**config.mk**
```make
export PLATFORM = sky130hd
export DESIGN_NAME = seg7_mmio_display
export DESIGN_NICKNAME = d
export VERILOG_FILES = /design/src/rtl/seg7_mmio_display.sv
export SDC_FILE = /design/constraint.sdc
export NUM_CORES = 1
export LEC_CHECK = 0
export ABC_CLOCK_PERIOD_IN_PS = 3200
export BUFFER_PORTS_ARGS = -buffer_cell sky130_fd_sc_hd__buf_2
export CORE_MARGIN = 1
export CORE_UTILIZATION = 50
export DETAILED_ROUTE_END_ITERATION = 12
export PLACE_DENSITY = 0.71
export REMOVE_ABC_BUFFERS = 1
export SLEW_MARGIN = 20
export SYNTH_ARGS = -nofsm -noshare
export SYNTH_HDL_FRONTEND = slang
export SYNTH_SLANG_ARGS = --single-unit
```
**constraint.sdc**
```tcl
create_clock -name clk_i -period 3.2 [get_ports clk_i]
set_input_delay 0.32 -clock clk_i [delete_from_list [all_inputs] [get_ports clk_i]]
set_output_delay 0.32 -clock clk_i [all_outputs]
set_load 0.01 [all_outputs]
```
**src/rtl/seg7_mmio_display.sv**
```systemverilog
// Memory-mapped 8-digit seven-segment display controller with a prescaled
// digit scan, per-digit enable, decimal points, hex/raw modes and blink.
module seg7_mmio_display #(
   parameter int SCAN_DIV  = 100000,
   parameter int BLINK_DIV = 64
) (
   input  logic        clk_i,
   input  logic        rst_ni,
   input  logic        wr_en_i,
   input  logic        rd_en_i,
   input  logic [1:0]  addr_i,
   input  logic [31:0] wr_data_i,
   input  logic [3:0]  wr_be_i,
   output logic [31:0] rd_data_o,
   output logic [7:0]  disp_an_o,
   output logic [7:0]  disp_seg_o
);

   localparam int PW = (SCAN_DIV > 1) ? $clog2(SCAN_DIV) : 1;
   localparam int BW = $clog2(BLINK_DIV + 1);
   localparam logic [PW-1:0] SCAN_LAST  = PW'(SCAN_DIV - 1);
   localparam logic [BW-1:0] BLINK_LAST = BW'(BLINK_DIV - 1);

   logic [31:0]   dataLo_q, dataLo_d, dataHi_q, dataHi_d;
   logic [18:0]   ctrl_q, ctrl_d;
   logic [PW-1:0] presc_q, presc_d;
   logic [2:0]    idx_q, idx_d;
   logic [BW-1:0] blinkCnt_q, blinkCnt_d;
   logic          phase_q, phase_d;
   logic [7:0]    an_q, an_d, seg_q, seg_d;
   logic          scanTick, frameTick;

   function automatic logic [31:0] mergeBe(input logic [31:0] oldVal,
                                           input logic [31:0] newVal,
                                           input logic [3:0]  be);
      logic [31:0] r;
      r = oldVal;
      for (int b = 0; b < 4; b++)
         if (be[b]) r[8*b +: 8] = newVal[8*b +: 8];
      return r;
   endfunction

   // Active-low segment patterns {g,f,e,d,c,b,a} for hex digits 0-F
   function automatic logic [6:0] hexSeg(input logic [3:0] n);
      case (n)
         4'h0: hexSeg = 7'h40;  4'h1: hexSeg = 7'h79;
         4'h2: hexSeg = 7'h24;  4'h3: hexSeg = 7'h30;
         4'h4: hexSeg = 7'h19;  4'h5: hexSeg = 7'h12;
         4'h6: hexSeg = 7'h02;  4'h7: hexSeg = 7'h78;
         4'h8: hexSeg = 7'h00;  4'h9: hexSeg = 7'h10;
         4'hA: hexSeg = 7'h08;  4'hB: hexSeg = 7'h03;
         4'hC: hexSeg = 7'h46;  4'hD: hexSeg = 7'h21;
         4'hE: hexSeg = 7'h06;  default: hexSeg = 7'h0E;
      endcase
   endfunction

   always_comb begin
      dataLo_d = dataLo_q;
      dataHi_d = dataHi_q;
      ctrl_d   = ctrl_q;
      if (wr_en_i) begin
         case (addr_i)
            2'd0: dataLo_d = mergeBe(dataLo_q, wr_data_i, wr_be_i);
            2'd1: dataHi_d = mergeBe(dataHi_q, wr_data_i, wr_be_i);
            2'd2: begin
               if (wr_be_i[0]) ctrl_d[7:0]   = wr_data_i[7:0];
               if (wr_be_i[1]) ctrl_d[15:8]  = wr_data_i[15:8];
               if (wr_be_i[2]) ctrl_d[18:16] = wr_data_i[18:16];
            end
            default: ;
         endcase
      end
   end

   assign scanTick  = (presc_q == SCAN_LAST);
   assign frameTick = scanTick && (idx_q == 3'd7);

   // Blink state is cleared on the very edge that disables blinking
   always_comb begin
      presc_d    = scanTick ? '0 : presc_q + 1'b1;
      idx_d      = scanTick ? idx_q + 3'd1 : idx_q;
      blinkCnt_d = blinkCnt_q;
      phase_d    = phase_q;
      if (!ctrl_d[17]) begin
         blinkCnt_d = '0;
         phase_d    = 1'b0;
      end else if (ctrl_q[17] && frameTick) begin
         if (blinkCnt_q == BLINK_LAST) begin
            blinkCnt_d = '0;
            phase_d    = ~phase_q;
         end else begin
            blinkCnt_d = blinkCnt_q + 1'b1;
         end
      end
   end

   always_comb begin
      logic [63:0] dataAll;
      logic [7:0]  rawByte;
      logic [3:0]  nibble;
      dataAll = {dataHi_q, dataLo_q};
      rawByte = dataAll[{idx_q, 3'b000} +: 8];
      nibble  = dataLo_q[{idx_q, 2'b00} +: 4];
      an_d    = 8'hFF;
      seg_d   = 8'hFF;
      if (ctrl_q[18] && ctrl_q[idx_q] && !(ctrl_q[17] && phase_q)) begin
         an_d = ~(8'd1 << idx_q);
         if (ctrl_q[16]) seg_d = ~rawByte;
         else            seg_d = {~ctrl_q[8 + {2'b00, idx_q}], hexSeg(nibble)};
      end
   end

   always_ff @(posedge clk_i or negedge rst_ni) begin
      if (!rst_ni) begin
         dataLo_q   <= '0;
         dataHi_q   <= '0;
         ctrl_q     <= 19'h400FF;
         presc_q    <= '0;
         idx_q      <= '0;
         blinkCnt_q <= '0;
         phase_q    <= 1'b0;
         an_q       <= 8'hFF;
         seg_q      <= 8'hFF;
      end else begin
         dataLo_q   <= dataLo_d;
         dataHi_q   <= dataHi_d;
         ctrl_q     <= ctrl_d;
         presc_q    <= presc_d;
         idx_q      <= idx_d;
         blinkCnt_q <= blinkCnt_d;
         phase_q    <= phase_d;
         an_q       <= an_d;
         seg_q      <= seg_d;
      end
   end

   always_comb begin
      rd_data_o = '0;
      if (rd_en_i) begin
         case (addr_i)
            2'd0:    rd_data_o = dataLo_q;
            2'd1:    rd_data_o = dataHi_q;
            2'd2:    rd_data_o = {13'd0, ctrl_q};
            default: rd_data_o = {28'd0, phase_q, idx_q};
         endcase
      end
   end

   assign disp_an_o  = an_q;
   assign disp_seg_o = seg_q;

endmodule

```
==> metrics <==
Initial Utilization 0.5144; R2R Setup Slk roughly 0.58 ns; sequential area share after synthesis 0.4693; Synth Area in Compound Gates 0.03824; number of vias per cell between 5 and 6; mux contribution to synthesized area 0.3028; post-synthesis cell count between 500 and 600; Synth area leader dfrtp_1; DRT antenna net count 0; async set or reset register ratio after synthesis 1.000; Final WS setup between 0.5 and 0.6 ns; Cell Rows 42; CP most frequent cell buf_4; Reg2Reg Depth 7; hold depth 2; fillcell total about 1,000; RSZ-0062 raised after global routing no; clock-pin slew of the registers on the worst-case setup and hold paths around 0.060 ns; Core Util, Final 0.6133; WHS 0.1394 ns; max-slew violation count 0; top-count cell post-synth dfrtp_1; max cap viols 0; Clock power frac 0.386; Worst Hold Class in -> reg; Iter 0 DRT Violations 378; CP Data Required Time 3.52 ns; Worst Path Arrival 2.95 ns; die area 14,150 um2; cts bufs inserted 17; Mapped Area ~6800 um2; Synth Area in Simple Gates 0.1207; WS Path Type reg -> reg; Clock Skew 0.006942 ns; Crit Path Max Fanout 22; largest family of logic cells by synthesized area multiplexers; Total Routing Usage GR 0.2646; top_reg_cell synth dfrtp_1; top cells by area in the synthesized netlist dfrtp_1, mux2_2, mux4_2; CP delay by family, top multiplexers; worst slew pin tran between 0.7 and 0.8 ns; hold-fix buffers at CTS 1; # DRC 0; top-area cell type share of the netlist area 0.3732; Psw around 1400 uW; worst vdd ir roughly 0.38 mV; # setup viols final 0; crit-path max cell delay 0.55 ns; ANT cells 0; nets@finish a little over 700; Static Leak approximately 0.0036 uW; worst hold start wr_data_i[26]; top cells by count, synth dfrtp_1, mux2_2, nand2_1; fin crit share 0.8198; critical path endpoint category flip-flop; share of cells above drive strength 1 0.4279; Fin. Hold Viols 0; outcome finished clean; core area about 13,000 um2; Post-Place Setup Slack around 0.6 ns; first-pass GRT wire length approximately 28,000 um; vias in the first global route about 5,100; register area 3211 um2; cells along the critical path buf_4 > mux4_2 > mux2i_1 > buf_4 > mux2_2 > nand2_1 > o2111ai_1; Synth cell types 45; Max transition margin 0.4810; DIE WIDTH around 120 um; largest net degree at the start of global routing 59; Syn Area/Cell between 10 and 15 um2; antenna violations before repair 0; final WL about 17,000 um; area grow syn2layout 19.23%; Synth warnings 0; WHS Endpoint dataLo_q[26]; DRT Pass-1 Iters 6; power per cell area approximately 620 nW/um2; min cycle time layout ~2.6 ns; CTS root buf clkbuf_16; dpl hpwl around 12,000 um; adder-cell area share of the yosys netlist 0.02561; Post-synth EDFFs 0; CTS tree yes; Die Span Y roughly 120 um; grt total ovfl 0; final setup TNS 0 ns; clk buf depth 2; internal power between 3000 and 4000 uW; worst r2r dst disp_seg_o[0]; Sink Count between 100 and 150; htree depth 4; Sw Ratio 0.2877; critical path's slowest cell dfrtp_2; Combinational Power Share 0.184; WL/cell between 20 and 25 um; origin of the critical flop-to-flop path idx_q[0]; I/O pins 90; Reg power frac 0.430; CP startpoint kind flip-flop; buffers plus inverters on the worst setup path 2; post-CTS setup repair buffer count 0; xor and xnor area share after synthesis 0.02049; area of the multi-input gates 3473 um2; synthesized flop and latch total around 130; FMAX ~0.38 GHz; Clk Latency, worst-skew pair between 0.4 and 0.5 ns; DR vias about 5,000; gp weighted congestion ~0.85; post-CTS resize count 0; I/O Buffers 89
## area by class of cell
| cell class | count | share of cell area |
|---|---|---|
| well taps | 176 | 0.02701 |
| repair buffers | 109 | 0.07519 |
| flip-flops and latches | 127 | 0.3937 |
| multi-input cells | 395 | 0.4260 |
| inverters | 10 | 0.004603 |
| clock inverters | 13 | 0.01519 |
| clock buffers | 19 | 0.05831 |
## worst max-delay path by stage
stage / from / to / slack [ns] / cells after the start
2_1_floorplan: idx_q[0] / disp_seg_o[3] / 0.07 / 7
6_report: idx_q[0] / disp_seg_o[0] / 0.58 / 7
4_1_cts: idx_q[0] / disp_seg_o[0] / 0.59 / 7
3_5_place_dp: idx_q[0] / disp_seg_o[0] / 0.60 / 7
5_1_grt: idx_q[0] / disp_seg_o[0] / 0.47 / 7
3_3_place_gp: idx_q[0] / disp_seg_o[0] / 0.62 / 7
## registers in the layout (all words and copies together) (netlist names)
name	flops
dataHi_q	32
dataLo_q	32
ctrl_q	19
presc_q	17
disp_an_o	8
disp_seg_o	8
blinkCnt_q	7
idx_q	3
phase_q	1
## per-stage QoR
step,total power [uW],instances,area [um2]
5_1_grt,5240,849,8154
2_1_floorplan,2695,532,6720
3_3_place_gp,3058,816,7545
3_5_place_dp,3096,816,7545
4_1_cts,5047,849,8154
6_report,5019,849,8154
## layer usage
metal	up-vias	track usage	wire (um)
met5	-	0	0
li1	2239	-	-
met4	0	0.09810	333
met1	2511	0.3502	7513
met3	31	0.05125	930
met2	172	0.4335	8468
## power by group through the flow
stage / clock network, uW / registers, uW / logic (uW)
detailed placement: 0 / 2180 / 919
floorplan: 0 / 2070 / 623
finish: 1940 / 2160 / 925
CTS: 1970 / 2150 / 926
global route: 2040 / 2190 / 1010
global placement: 0 / 2160 / 894
## layout by cell type (no fill, tap or decap), types with 6 or more instances in the layout
| cell type | instances |
|---|---|
| dfrtp_1 | 101 |
| buf_2 | 88 |
| mux2_2 | 85 |
| nand2_1 | 58 |
| mux2i_1 | 37 |
| mux4_2 | 33 |
| nor2_1 | 32 |
| dfstp_2 | 25 |
| and2_1 | 23 |
| o21ai_0 | 20 |
| nand3_1 | 19 |
| clkbuf_16 | 19 |
| buf_4 | 19 |
| ha_1 | 14 |
| xnor2_1 | 11 |
| a21oi_1 | 9 |
| inv_1 | 8 |
| nor3_1 | 6 |
## cells by family (layout without fill, tap and decap cells)
family | Yosys count | count (layout)
and+or+nand+nor | 166 | 166
muxes | 155 | 155
AOI/OAI and AO/OA | 44 | 44
xor gates and xnor gates | 16 | 16
DFF | 127 | 127
buffers and inverters | 38 | 151
adders and majority gates | 14 | 14
Power figures use the tool's default switching activity.
